## src/rtl/imm_decode_stage.sv

```systemverilog
// Immediate decode stage: RISC-V immediate extraction feeding a 2-entry {imm, fmt, tag} FIFO.
// Optional compressed-instruction decode is enabled by defining IMMGEN_RVC_EN.
module imm_decode_stage #(
  parameter int XLEN  = 32,
  parameter int TAG_W = 5
) (
  input  logic             clk,
  input  logic             rst,
  input  logic             in_valid,
  output logic             in_ready,
  input  logic [31:0]      in_ir,
  input  logic [TAG_W-1:0] in_tag,
  output logic             out_valid,
  input  logic             out_ready,
  output logic [XLEN-1:0]  out_imm,
  output logic [2:0]       out_fmt,
  output logic [TAG_W-1:0] out_tag
);

  typedef enum logic [2:0] {
    FMT_I   = 3'd0,
    FMT_S   = 3'd1,
    FMT_B   = 3'd2,
    FMT_U   = 3'd3,
    FMT_J   = 3'd4,
    FMT_R   = 3'd5,
    FMT_C   = 3'd6,
    FMT_ILL = 3'd7
  } fmt_e;

  typedef struct packed {
    logic [XLEN-1:0]  imm;
    logic [2:0]       fmt;
    logic [TAG_W-1:0] tag;
  } entry_t;

  entry_t     dec;
  entry_t     head_q;
  entry_t     tail_q;
  logic [1:0] count_q;
  logic       push;
  logic       pop;

`ifdef IMMGEN_RVC_EN
  logic [15:0] cir;
  assign cir = in_ir[15:0];
`endif

  // NOTE: every variable driven here gets a default first, so no path leaves it unassigned (no latch).
  always_comb begin
    dec.imm = '0;
    dec.fmt = FMT_ILL;
    dec.tag = in_tag;
    if (in_ir[1:0] == 2'b11) begin
      case (in_ir[6:0])
        7'b0010011, 7'b0000011, 7'b1100111, 7'b1110011, 7'b0001111: begin
          dec.fmt = FMT_I;
          dec.imm = XLEN'($signed(in_ir[31:20]));
        end
        7'b0100011: begin
          dec.fmt = FMT_S;
          dec.imm = XLEN'($signed({in_ir[31:25], in_ir[11:7]}));
        end
        7'b1100011: begin
          dec.fmt = FMT_B;
          dec.imm = XLEN'($signed({in_ir[31], in_ir[7], in_ir[30:25], in_ir[11:8], 1'b0}));
        end
        7'b0110111, 7'b0010111: begin
          dec.fmt = FMT_U;
          dec.imm = XLEN'($signed({in_ir[31:12], 12'b0}));
        end
        7'b1101111: begin
          dec.fmt = FMT_J;
          dec.imm = XLEN'($signed({in_ir[31], in_ir[19:12], in_ir[20], in_ir[30:21], 1'b0}));
        end
        7'b0110011: dec.fmt = FMT_R;
        default: ;
      endcase
    end else begin
`ifdef IMMGEN_RVC_EN
      dec.fmt = FMT_C;
      case ({cir[1:0], cir[15:13]})
        5'b01_000, 5'b01_010:
          dec.imm = XLEN'($signed({cir[12], cir[6:2]}));
        5'b01_011:
          if (cir[11:7] != 5'd2) dec.imm = XLEN'($signed({cir[12], cir[6:2], 12'b0}));
        5'b01_001, 5'b01_101:
          dec.imm = XLEN'($signed({cir[12], cir[8], cir[10:9], cir[6], cir[7], cir[2],
                                   cir[11], cir[5:3], 1'b0}));
        5'b01_110, 5'b01_111:
          dec.imm = XLEN'($signed({cir[12], cir[6:5], cir[2], cir[11:10], cir[4:3], 1'b0}));
        5'b00_010, 5'b00_110:
          dec.imm = XLEN'({cir[5], cir[12:10], cir[6], 2'b00});
        default: ;
      endcase
`endif
    end
  end

  assign in_ready  = (count_q < 2'd2);
  assign out_valid = (count_q != 2'd0);
  assign push      = in_valid && in_ready;
  assign pop       = out_valid && out_ready;

  // Head slot is the one driven on out_*; the tail slot only ever refills the head.
  // NOTE: storage slots are reset too, so out_imm/out_fmt/out_tag read 0 straight after reset.
  always_ff @(posedge clk) begin
    if (!rst) begin
      // NOTE: non-blocking assignments for all state so every register samples pre-edge values.
      count_q <= 2'd0;
      head_q  <= '0;
      tail_q  <= '0;
    end else begin
      case ({push, pop})
        2'b10: begin
          if (count_q == 2'd0) head_q <= dec;
          else                 tail_q <= dec;
          count_q <= count_q + 2'd1;
        end
        2'b01: begin
          head_q  <= tail_q;
          count_q <= count_q - 2'd1;
        end
        // Push with pop only happens at count 1, so the new entry becomes the head.
        2'b11: head_q <= dec;
        default: ;
      endcase
    end
  end

  assign out_imm = head_q.imm;
  assign out_fmt = head_q.fmt;
  assign out_tag = head_q.tag;

endmodule

```

## config.mk

```make
export PLATFORM = sky130hd
export DESIGN_NAME = imm_decode_stage
export DESIGN_NICKNAME = d
export VERILOG_FILES = /design/src/rtl/imm_decode_stage.sv
export SDC_FILE = /design/constraint.sdc
export NUM_CORES = 1
export LEC_CHECK = 0
export ABC_AREA = 1
export BUFFER_PORTS_ARGS = -buffer_cell sky130_fd_sc_hd__buf_2
export CAP_MARGIN = 20
export CORE_MARGIN = 4
export CORE_UTILIZATION = 25
export CTS_CLUSTER_DIAMETER = 80
export DETAILED_ROUTE_END_ITERATION = 10
export PLACE_DENSITY_LB_ADDON = 0.3
export SYNTH_ARGS = -nofsm -noshare
export SYNTH_HDL_FRONTEND = slang
export SYNTH_SLANG_ARGS = --single-unit
```

## constraint.sdc

```tcl
create_clock -name clk -period 1.4 [get_ports clk]
set_input_delay 0.28 -clock clk [delete_from_list [all_inputs] [get_ports clk]]
set_output_delay 0.28 -clock clk [all_outputs]
set_load 0.03 [all_outputs]
```

* Yosys cells after proc, flatten, opt, wreduce, memory -nomap -nowiden
Cells that the tools add are included.
W data, S select, Z words.
** Storage, ports and cells
- Register bits :: 82
- Input bits :: 41
- Output and inout bits :: 42
- Word-level logic and storage cells :: 43
** Operators by class
- Add/sub/neg operators :: 2
- $lt $le $gt $ge :: 1
- Equal/unequal tests :: 16
- Mux-type cells :: 6
- Bitwise operators :: 1
- Reductions and logical operators :: 10
** Operators by type and width (count)
- $pmux W32 S5 :: 1
- $pmux W40 S3 :: 1
- $mux W40 :: 1
- $mux W35 :: 1
- $eq A7 B7 Y1 const B :: 4
- $eq A7 B6 Y1 const B :: 3
- $pmux W3 S6 :: 1
- $eq A7 B5 Y1 const B :: 2
- $eq A7 B2 Y1 const B :: 1
- $eq A7 B4 Y1 const B :: 1
- $eq A2 B2 Y1 const B :: 3
- $reduce_or A5 Y1 :: 1
- $pmux W2 S2 :: 1
- $reduce_and A2 Y1 :: 2
- $reduce_bool A2 Y1 :: 2
- $reduce_bool A3 Y1 :: 1
- $add A2 B1 Y2 const B :: 1
- $eq A2 B1 Y1 const B :: 1
- $logic_and A1 B1 Y1 :: 2
- $logic_not A2 Y1 :: 1
- $lt A2 B2 Y1 const B :: 1
- $ne A2 B2 Y1 const B :: 1
- $reduce_or A2 Y1 :: 1
- $sub A2 B1 Y2 const B :: 1
- $not A1 Y1 :: 1

* Longest topological paths before layout
- Word-level depth :: 6
- Gate-level depth with buffers :: 12
- Gate-level depth less buffers :: 11

* Least setup slack after synthesis
OpenSTA, ideal clock, no wires.
- Path type :: reg-to-reg
- Start :: register count_q[0]
- End :: register count_q[1]
- Setup time :: 0.133 ns
- Data arrival time :: 1.616 ns
- Required time :: 1.267 ns
- Path slack :: -0.349 ns
- Stages on the path, launching flop included :: 11
- Path buffers :: 2
- Path through :: dfxtp_1 > nor2_1 > inv_2 > nand2_1 > inv_1 > ha_1 > clkbuf_1 > clkbuf_1 > o21ai_0 > o21ai_0 > a21oi_1
** Between the ends
- Word-level cells in the longest chain between the ends :: 4
- Elaborated cells between the ends (all ways) :: 10
- Classes of those cells :: 2 x add/sub; 1 x order compare; 2 x eq/ne; 1 x mux; 4 x reduce/logical
** Ends and longest elaborated chain
- start, declared :: line 40 : logic [1:0] count_q;
- start signal, assigned :: line 118 : count_q <= count_q + 2'd1;
- start signal, assigned :: line 122 : count_q <= count_q - 2'd1;
- $reduce_bool A2 Y1 * :: line 101 : assign out_valid = (count_q != 2'd0);
- named net out_valid :: line 13 : output logic out_valid,
- $logic_and A1 B1 Y1 * :: line 103 : assign pop = out_valid && out_ready;
- $eq A2 B1 Y1 or $eq A2 B2 Y1 (tied branches) :: line 114 : case ({push, pop})
- $pmux W2 S2 or $reduce_bool A2 Y1 (tied branches)
Mark *: on every way through the listed nets, which the timed path passes. The rest lies on a longest branch.
A chain may end at the register's enable or synchronous reset.

* Final worst setup path
- Start :: register count_q[1]
- End :: register tail_q[13] in the netlist's numbering
** Between the ends
- Word-level cells in the longest chain between the ends :: 4
- Elaborated cells between the ends (all ways) :: 8
- Classes of those cells :: 1 x order compare; 1 x eq/ne; 1 x bitwise; 5 x reduce/logical
** Ends and longest elaborated chain
- $lt A2 B2 Y1 or $reduce_bool A2 Y1 (tied branches) :: line 100, 101
- $logic_and A1 B1 Y1 (on tied branches) :: line 102, 103
- $eq A2 B2 Y1 :: line 114
- $reduce_and A2 Y1 (no line) *
- end signal, assigned :: line 112 : tail_q <= '0;
- end signal, assigned :: line 117 : else tail_q <= dec;
- end, declared :: line 39 : entry_t tail_q;
Mark *: on every way between the ends. The rest lies on a longest branch, timed or not.

==> flow_summary.rst <==
.. list-table::
   :header-rows: 1

   * - Metric
     - Value
   * - Total wire length after detailed routing
     - between 10000 and 15000 um
   * - Most common cell in the netlist
     - sky130_fd_sc_hd__nor2_1
   * - CTS sink count
     - approximately 80
   * - Number of enable flip-flop cells after synthesis
     - 0
   * - Die Area
     - 18800 um2
   * - Worst vdd rail ir drop
     - just over 1 mV
   * - Overall track demand over capacity in global routing
     - 0.142
   * - Syn nets
     - between 600 and 700
   * - Dominant cell type by area after synthesis
     - sky130_fd_sc_hd__dfxtp_1
   * - Total power divided by cell area
     - between 2000 and 2500 nW/um2
   * - Buffers added on ports
     - 82
   * - Proportion of layout cells with a drive suffix above 1
     - 0.337
   * - Number of synthesis warnings
     - 0
   * - Nets
     - ~760
   * - Placed wire-length estimate after detailed placement
     - slightly above 9000 um
   * - Filler instances
     - between 1500 and 2000
   * - Maximum buffer depth of the clock tree
     - 2
   * - Actual transition at the worst max-transition pin
     - between 0.3 and 0.4 ns
   * - Clock insertion delay at the later pin of the skew report
     - approximately 0.34 ns
   * - Critical path type
     - reg2reg
   * - Vias in the first global route
     - 3956
   * - Crit-path max FO
     - 11
   * - Clock tree from TritonCTS
     - done
   * - Normalized max-slew margin
     - 0.762
   * - Post-DR vias/cell
     - 4.51
   * - Yosys top cell area share
     - 0.394
   * - Critical path's largest stage delay
     - 0.37 ns
   * - Count of placed standard cells in the final layout, fillers left out
     - approximately 940
   * - Total CTS buffers
     - 9
   * - # DRC
     - 0
   * - Worst path setup slack after routing
     - -0.0626 ns
   * - Arr. time, crit path
     - approximately 1.7 ns
   * - Most area-consuming cells after synthesis
     - sky130_fd_sc_hd__dfxtp_1 39%, sky130_fd_sc_hd__nor2_1 9.6%, sky130_fd_sc_hd__a21oi_1 9.5%
   * - Number of placed I/O pins
     - 83
   * - Capturing element type of the critical path
     - flip-flop
   * - Die outline width
     - between 100 and 150 um
   * - Routability-driven placement congestion ratio
     - between 0.7 and 0.8
   * - Number of diodes
     - 0
   * - Min Tclk post-route
     - ~1.5 ns
   * - Worst endpoint required time
     - around 1.6 ns
   * - Result of the run
     - complete, but fails checks
   * - Violations in the final reports
     - setup timing
   * - Total vias in the final route
     - approximately 4200
   * - Setup repair after global routing missed its margin
     - true
   * - CP startpoint kind
     - flip-flop
   * - Cell row count
     - 46
   * - Share of the yosys chip area belonging to registers
     - 0.394
   * - Detailed-route wire length per cell
     - ~14 um
   * - Vertical die dimension
     - 137 um
   * - Post-synth top cells
     - 107 x sky130_fd_sc_hd__nor2_1, 99 x sky130_fd_sc_hd__nand2_1, 82 x sky130_fd_sc_hd__dfxtp_1, 79 x sky130_fd_sc_hd__a21oi_1, 78 x sky130_fd_sc_hd__o21ai_0
   * - Total negative slack for setup checks
     - -0.180 ns
   * - Initial antenna violation count
     - 0
   * - Syn Std Cell Area
     - ~4200 um2
   * - FF+latch count, synth
     - 82
   * - Layout Utilization
     - 0.360
   * - Number of buffers added to fix hold violations after cts
     - 0
   * - Starting DRT DRC Count
     - between 200 and 300
   * - Number of routed nets with antenna violations
     - 0
   * - Worst hold-check path type
     - in2reg
   * - CP max-delay cell
     - sky130_fd_sc_hd__dfxtp_4
   * - Clock transition at path regs
     - around 0.06 ns
   * - Area growth syn-to-layout
     - 39.1%
   * - Wire length of the first global-routing pass
     - approximately 21000 um
   * - Syn Area/Cell
     - 6.68 um2
   * - Netlist cell types
     - 26
   * - Sequential cell area
     - roughly 1600 um2
   * - Gate count of the mapped netlist
     - about 620
   * - Number of detailed-route iterations in the first pass
     - 4
   * - Max Clk Rate
     - ~680 MHz
   * - Fin. max-slew vios
     - 0
   * - Critical path cell sequence
     - nor2_4 -> inv_4 -> nand2_4 -> ha_4 -> nand2_4 -> inv_8 -> buf_12 -> clkbuf_16 -> nor2_1 -> nor2_1 -> nand2_1 -> inv_1
   * - Final critical-path share of the clock period
     - 1.04
   * - Starting utilization of the core area
     - 0.259
   * - Number of failing hold endpoints at the final stage
     - 0
   * - Depth of the CTS H-tree
     - 3
   * - Leak Pwr
     - 0.00288 uW
   * - Count of buffer and inverter cells on the critical path
     - 5
   * - GR Overflow Total
     - 0
   * - Multi-input gate area in the final layout
     - approximately 2300 um2
   * - Total setup violations reported at the end of the flow
     - 9
   * - Core ar.
     - between 15000 and 20000 um2
   * - Placed cell count
     - around 900
   * - Delay-heaviest family, CP
     - buffers and inverters
   * - Maximum number of pins on one net before global-route repair
     - 36
   * - Buffer cell driving the clock tree root
     - sky130_fd_sc_hd__clkbuf_16
   * - Reported max-cap violation count
     - 0
   * - Flip-flop cell with the highest count after synthesis
     - sky130_fd_sc_hd__dfxtp_1
   * - Fraction of synthesis flops using an asynchronous set or reset pin
     - 0
   * - Worst setup skew after layout
     - approximately 0.011 ns
[layout by cell type, fill, tap and decap left out, types with 3 or more instances in the layout]
cell / n
sky130_fd_sc_hd__inv_1: 48
sky130_fd_sc_hd__nor2_4: 3
sky130_fd_sc_hd__a21oi_1: 54
sky130_fd_sc_hd__buf_12: 13
sky130_fd_sc_hd__dfxtp_1: 80
sky130_fd_sc_hd__buf_4: 20
sky130_fd_sc_hd__nand2_1: 80
sky130_fd_sc_hd__a21oi_2: 25
sky130_fd_sc_hd__o21ai_1: 20
sky130_fd_sc_hd__nand4_1: 6
sky130_fd_sc_hd__clkbuf_16: 12
sky130_fd_sc_hd__nor2_1: 104
sky130_fd_sc_hd__nand2_2: 47
sky130_fd_sc_hd__a31oi_1: 5
sky130_fd_sc_hd__clkinv_4: 3
sky130_fd_sc_hd__buf_8: 3
sky130_fd_sc_hd__o21ai_0: 57
sky130_fd_sc_hd__nand3_1: 21
sky130_fd_sc_hd__buf_6: 6
sky130_fd_sc_hd__inv_2: 6
sky130_fd_sc_hd__nor2_2: 4
sky130_fd_sc_hd__nand2_4: 6
sky130_fd_sc_hd__buf_2: 81
[layer usage]
layer  vias to the layer above  wire length [um]  global-route usage
met4                         0               127              0.0394
met2                        94              5920               0.229
li1                       2201                 -                   -
met5                         -                 0                   0
met1                      1940              6550               0.192
met3                        10               572              0.0283
[per-stage QoR]
stage               hold WS, ns  setup WS [ns]  total power (uW)  area (um2)
floorplan                 0.439        -0.0884              6960        4290
global route              0.203         -0.121             12600        5800
global placement          0.459         -0.147              8500        5100
detailed placement        0.462         -0.156              8500        5100
finish                    0.210        -0.0626             11800        5800
CTS                       0.198        -0.0491             11400        5530
[state kept, by name, indices dropped and copies added, names as in the netlist]
name and cells:
count_q 2, out_imm 32, out_fmt 3, out_tag 5, tail_q 40
[power by group]
part           switching [uW]  internal, uW
clock network             980          1570
registers                 452          3180
logic                    3490          2170
total                    4920          6910
[final cells by class]
type                       count  area share
sequential                    82       0.284
clock inverter                 6      0.0158
timing repair buffer         127       0.178
multi-input combinational    442       0.393
tap                          216      0.0466
inverter                      59      0.0425
clock buffer                  10      0.0395
[worst min-delay path, cell delays in order]
cell                      delay, ns
sky130_fd_sc_hd__buf_2         0.11
sky130_fd_sc_hd__nand2_2       0.05
sky130_fd_sc_hd__a31oi_1       0.06
[worst paths after layout]
check / startpoint / to / slack (ns) / cells past startpoint
setup / recovery: count_q[1]$_SDFFE_PN0P_ / tail_q[13]$_SDFFE_PN0P_ / -0.06 / 12
hold reg to reg: tail_q[3]$_SDFFE_PN0P_ / out_tag[3]$_SDFFE_PN0P_ / 0.46 / 2
hold / removal: in_tag[2] / out_tag[2]$_SDFFE_PN0P_ / 0.21 / 3
setup reg to reg: count_q[1]$_SDFFE_PN0P_ / tail_q[13]$_SDFFE_PN0P_ / -0.06 / 12
[logic make-up after synthesis]
kind of cell             count (synthesis)  share of synthesized area
AND/OR/NAND/NOR                        276                      0.293
AO/OA/AOI/OAI                          163                      0.198
buffers and inverters                  100                      0.107
flip-flops                              82                      0.394
adder cells (fa/ha/maj)                  2                    0.00600
XOR/XNOR                                 1                    0.00210
[timing repair]
| action | 4_1_cts | 5_1_grt |
|---|---|---|
| gates resized for setup | 23 | 58 |
| setup buffers | 0 | 2 |
| endpoints found under the setup margin | 51 | 76 |
| pin swaps | 5 | 10 |
| cloned | 2 | 3 |
No activity file was read; power rests on OpenSTA's default activity.
